## config.mk

```make
export PLATFORM = sky130hd
export DESIGN_NAME = regfile_mp
export DESIGN_NICKNAME = d
export VERILOG_FILES = /design/src/rtl/regfile_mp.sv
export SDC_FILE = /design/constraint.sdc
export NUM_CORES = 1
export LEC_CHECK = 0
export CORE_UTILIZATION = 45
export CTS_CLUSTER_SIZE = 40
export DETAILED_ROUTE_END_ITERATION = 10
export PLACE_DENSITY_LB_ADDON = 0.12
export SLEW_MARGIN = 25
export SYNTH_ARGS = -nofsm -noshare
export SYNTH_HDL_FRONTEND = slang
export SYNTH_SLANG_ARGS = --single-unit
```

## constraint.sdc

```tcl
create_clock -name clk -period 3.91 [get_ports clk]
set_clock_uncertainty 0.15 [all_clocks]
set_input_delay 1.173 -clock clk [delete_from_list [all_inputs] [get_ports clk]]
set_output_delay 1.173 -clock clk [all_outputs]
set_load 0.005 [all_outputs]
```

## src/rtl/regfile_mp.sv

```systemverilog
// regfile_mp: multi-read-port register file with zero-sweep clear, optional r0 hardwiring and write bypass.
module regfile_mp #(
  parameter int DATA_W   = 32,
  parameter int ADDR_W   = 5,
  parameter int NUM_RD   = 2,
  parameter int ZERO_REG = 1,
  parameter int BYPASS   = 1
) (
  input  logic                       clk,
  input  logic                       rst,
  input  logic                       wr_en,
  input  logic [ADDR_W-1:0]          wr_addr,
  input  logic [DATA_W-1:0]          wr_data,
  input  logic [NUM_RD-1:0]          rd_en,
  input  logic [NUM_RD*ADDR_W-1:0]   rd_addr,
  output logic [NUM_RD*DATA_W-1:0]   rd_data,
  output logic [NUM_RD-1:0]          rd_valid,
  input  logic                       clr_req,
  output logic                       busy
);
  localparam int DEPTH = 1 << ADDR_W;
  localparam logic [0:0] S_IDLE  = 1'b0;
  localparam logic [0:0] S_CLEAR = 1'b1;
  logic [0:0]               state_q, state_d;
  logic [ADDR_W-1:0]        clr_cnt_q, clr_cnt_d;
  logic [DATA_W-1:0]        mem_q [DEPTH];
  logic [NUM_RD*DATA_W-1:0] rd_data_q, rd_data_d;
  logic [NUM_RD-1:0]        rd_valid_q, rd_valid_d;
  logic                     wr_eff;
  logic [ADDR_W-1:0]        a;
  assign busy     = state_q == S_CLEAR;
  assign rd_data  = rd_data_q;
  assign rd_valid = rd_valid_q;
  // clear request beats a same-cycle write; r0 writes vanish when hardwired
  assign wr_eff = !busy && !clr_req && wr_en && !(ZERO_REG != 0 && wr_addr == '0);
  always_comb begin
    state_d   = state_q;
    clr_cnt_d = clr_cnt_q;
    if (busy) begin
      clr_cnt_d = clr_cnt_q + 1'b1;
      state_d   = clr_cnt_q == ADDR_W'(DEPTH - 1) ? S_IDLE : S_CLEAR;
    end else if (clr_req) begin
      state_d   = S_CLEAR;
      clr_cnt_d = '0;
    end
  end
  always_comb begin
    rd_data_d  = rd_data_q;
    rd_valid_d = '0;
    a          = '0;
    for (int p = 0; p < NUM_RD; p++) begin
      a = rd_addr[p*ADDR_W +: ADDR_W];
      if (rd_en[p] && !busy) begin
        rd_valid_d[p] = 1'b1;
        rd_data_d[p*DATA_W +: DATA_W] =
          (ZERO_REG != 0 && a == '0)             ? '0 :
          (BYPASS != 0 && wr_eff && a == wr_addr) ? wr_data :
                                                    mem_q[a];
      end
    end
  end
  always_ff @(posedge clk or negedge rst) begin
    if (!rst) begin
      state_q    <= S_CLEAR;
      clr_cnt_q  <= '0;
      rd_data_q  <= '0;
      rd_valid_q <= '0;
    end else begin
      state_q    <= state_d;
      clr_cnt_q  <= clr_cnt_d;
      rd_data_q  <= rd_data_d;
      rd_valid_q <= rd_valid_d;
    end
  end
  // array has no reset; the sweep zeroes it one entry per edge
  always_ff @(posedge clk) begin
    if (busy) mem_q[clr_cnt_q] <= '0;
    else if (wr_eff) mem_q[wr_addr] <= wr_data;
  end
endmodule

```

==> metrics <==
status=finished clean; Critical Path RT=4260 ps; share of cells above drive strength 1=33.0%; first-pass GRT wire length=244,000 um; CTS max path bufs=3; via count=31,100; LEAKAGE=20.7 nW; TNS Setup=0 ps; core footprint=112,000 um2; postcts setup bufs=0; RSZ-0062 raised after global routing=no; Die Area=114,000 um2; share of synthesized flip-flops with an asynchronous set or reset=6.57%; drt first pass iters=5; startpoint types=primary input; fmax=0.306 GHz; Worst Path Max Fanout=32; CTS root buf=clkbuf_16; Tmin final=3270 ps; most instantiated cells after synthesis=1,024 x edfxtp_1, 471 x mux4_2, 189 x mux2i_1; Fin. Hold Viols=0; clock power share=34.0%; CTS sink cnt=1,096; chip height=338 um; fillers=8,617; final antenna-violating net count=0; worst r2r src=busy; GRT overflow=0; fin crit share=83.7%; Avg Inst Size Synth=19.1 um2; min-delay worst type=in -> async; initial core utilization=45.3%; crit-path most repeated cell=buf_4; Switching Share=27.8%; vias per inst=6.78; CP Cell Sequence=clkdlybuf4s50_1, or3b_4, buf_4, a21oi_4, buf_4, and2_1, buf_4; placed insts=4,357; Synth area leaders=edfxtp_1 60%, mux4_2 21%, mux2i_1 3.7%; largest net degree at the start of global routing=69; Max Cap Viol=0; Comb power frac=21.0%; initial DRC count=4,029; count leader, synth=edfxtp_1; Setup CP Type=in -> reg; Internal=24.7 mW; initial antenna violation count=3; largest area contributor in the netlist=edfxtp_1; DRC errors left=0; clk_lat worst skew=720 ps; CP Capture Type=register; Post-synth EDFFs=1,024; Num CTS Buffers=117; synthesized area=50,900 um2; wire per inst=37.8 um; Synth cell types=51; num rows=123; post_cts resized=0; crit path max-delay cell type=buf_4; Yosys reg bits=1,096; Area Growth Syn to Fin=19.9%; Cell Area, Placed=57,000 um2; Worst Setup SP=wr_en; slowest stage delay, CP=660 ps; IO Count=120; Pwr Density=560 nW/um2; H-tree levels=3; sequential power share=44.9%; Net Switching=9.50 mW; syn nets=2,727; worst slew pin tran=887 ps; Seq/Total Area, Yosys=63.9%; CTS tree=built; worst vdd ir=0.000354 V; Die W=338 um; Detailed Place HPWL=110,000 um; Finished Layout Cells=4,581; Tot GR Track Use=30.3%; hold buffers post-CTS=0; headroom to the max-slew limit=40.9%; Arr. time, crit path=3630 ps; Synth Flop Type=edfxtp_1; YS warnings=0; final std cell area, no fill=61,100 um2; post-synthesis cell count=2,672; Routed WL=173,000 um; Buffers on Ports=119; number of global-route vias before repair=31,900; Clock Pin Slew Worst Setup and Hold Paths=60 ps; fin nets=3,031; top cell type's share of synthesized area=60.4%; GP Congestion=0.873; # setup viols final=0; Max Slew Vio Count=0
## sequential cells by signal, indices dropped and copies added (netlist names)
name       flops
rd_data       64
clr_cnt_q      5
mem_q       1024
busy           1
rd_valid       2
## placed cells by master (no fill, tap or decap), types with 14 or more instances in the layout
cell / synthesis / routed
mux4_2: 471 / 471
a22oi_1: 126 / 126
buf_12: 1 / 141
a211oi_1: 32 / 32
a221oi_1: 64 / 64
dfrtp_1: 71 / 71
a211o_1: 32 / 32
clkbuf_16: 0 / 121
nor2_4: 0 / 33
a22o_1: 36 / 36
bufinv_16: 0 / 16
nor2b_1: 38 / 35
clkdlybuf4s50_1: 0 / 110
nand2_1: 61 / 61
edfxtp_1: 1024 / 1024
o21ai_0: 39 / 39
a21oi_1: 68 / 66
clkbuf_1: 88 / 28
nand4_1: 23 / 23
mux2i_1: 189 / 189
clkinv_1: 0 / 14
buf_4: 11 / 152
and2_1: 34 / 33
clkinv_2: 0 / 16
nand3_1: 28 / 28
## path summary, 6_finish.rpt
path                           endpoint  slack, ps  cells past startpoint
max in group asynchronous   rd_data[23]       2350                      2
min in group clk            rd_data[47]        380                      2
setup reg to reg           mem_q[24][5]       1170                      6
hold / removal              rd_data[47]        350                      1
hold reg to reg             rd_data[47]        380                      2
setup / recovery           mem_q[24][5]        640                      7
## area by class of cell
class,instances,area [um2],share of cell area [%]
Antenna cell,1,2.50,0.00410
Clock buffer,160,3280,5.38
Inverter,7,26.3,0.0430
Timing Repair Buffer,408,5140,8.41
Clock inverter,63,766,1.25
Sequential cell,1096,32600,53.3
Tap cell,1500,1880,3.07
Multi-Input combinational cell,1346,17400,28.5
## power by group through the flow
stage	Sequential [mW]	Combinational (mW)	Clock, mW
after floorplan	15.3	3.25	0
after global placement	15.5	7.07	0
after detailed placement	15.6	7.12	0
after CTS	15.4	7.15	11.8
after global routing	15.5	7.43	12.2
final	15.4	7.19	11.6
## metrics by stage
step           setup slack [ps]  hold slack, ps  utilization (%)  total power [mW]
2_1_floorplan              -396             359                -              18.5
3_3_place_gp              -11.6             370             50.7              22.5
3_5_place_dp              -18.3             368             50.7              22.7
4_1_cts                     702             337             54.3              34.3
5_1_grt                     599             363             54.3              35.1
6_report                    637             350             54.3              34.2
## layer usage
layer	global-route usage (%)	wire [um]
met2	47.0	80900
met1	42.7	68400
met3	6.03	17800
met4	10.5	5960
met5	0	0
## worst max-delay path, delay by kind of cell
kind,cells,cell delay (ps)
compound gates,1,150
simple gates,2,660
buf+inv,4,1610
## cells by family after synthesis
| group | Yosys count | share of synthesized area (%) |
|---|---|---|
| AOI/OAI and AO/OA | 426 | 6.16 |
| xor gates and xnor gates | 12 | 0.206 |
| adders and majority gates | 2 | 0.0491 |
| buffers and inverters | 230 | 2.50 |
| DFF | 1096 | 63.9 |
| muxes | 662 | 24.6 |
| and+or+nand+nor | 244 | 2.56 |
Power figures use the tool's default switching activity.
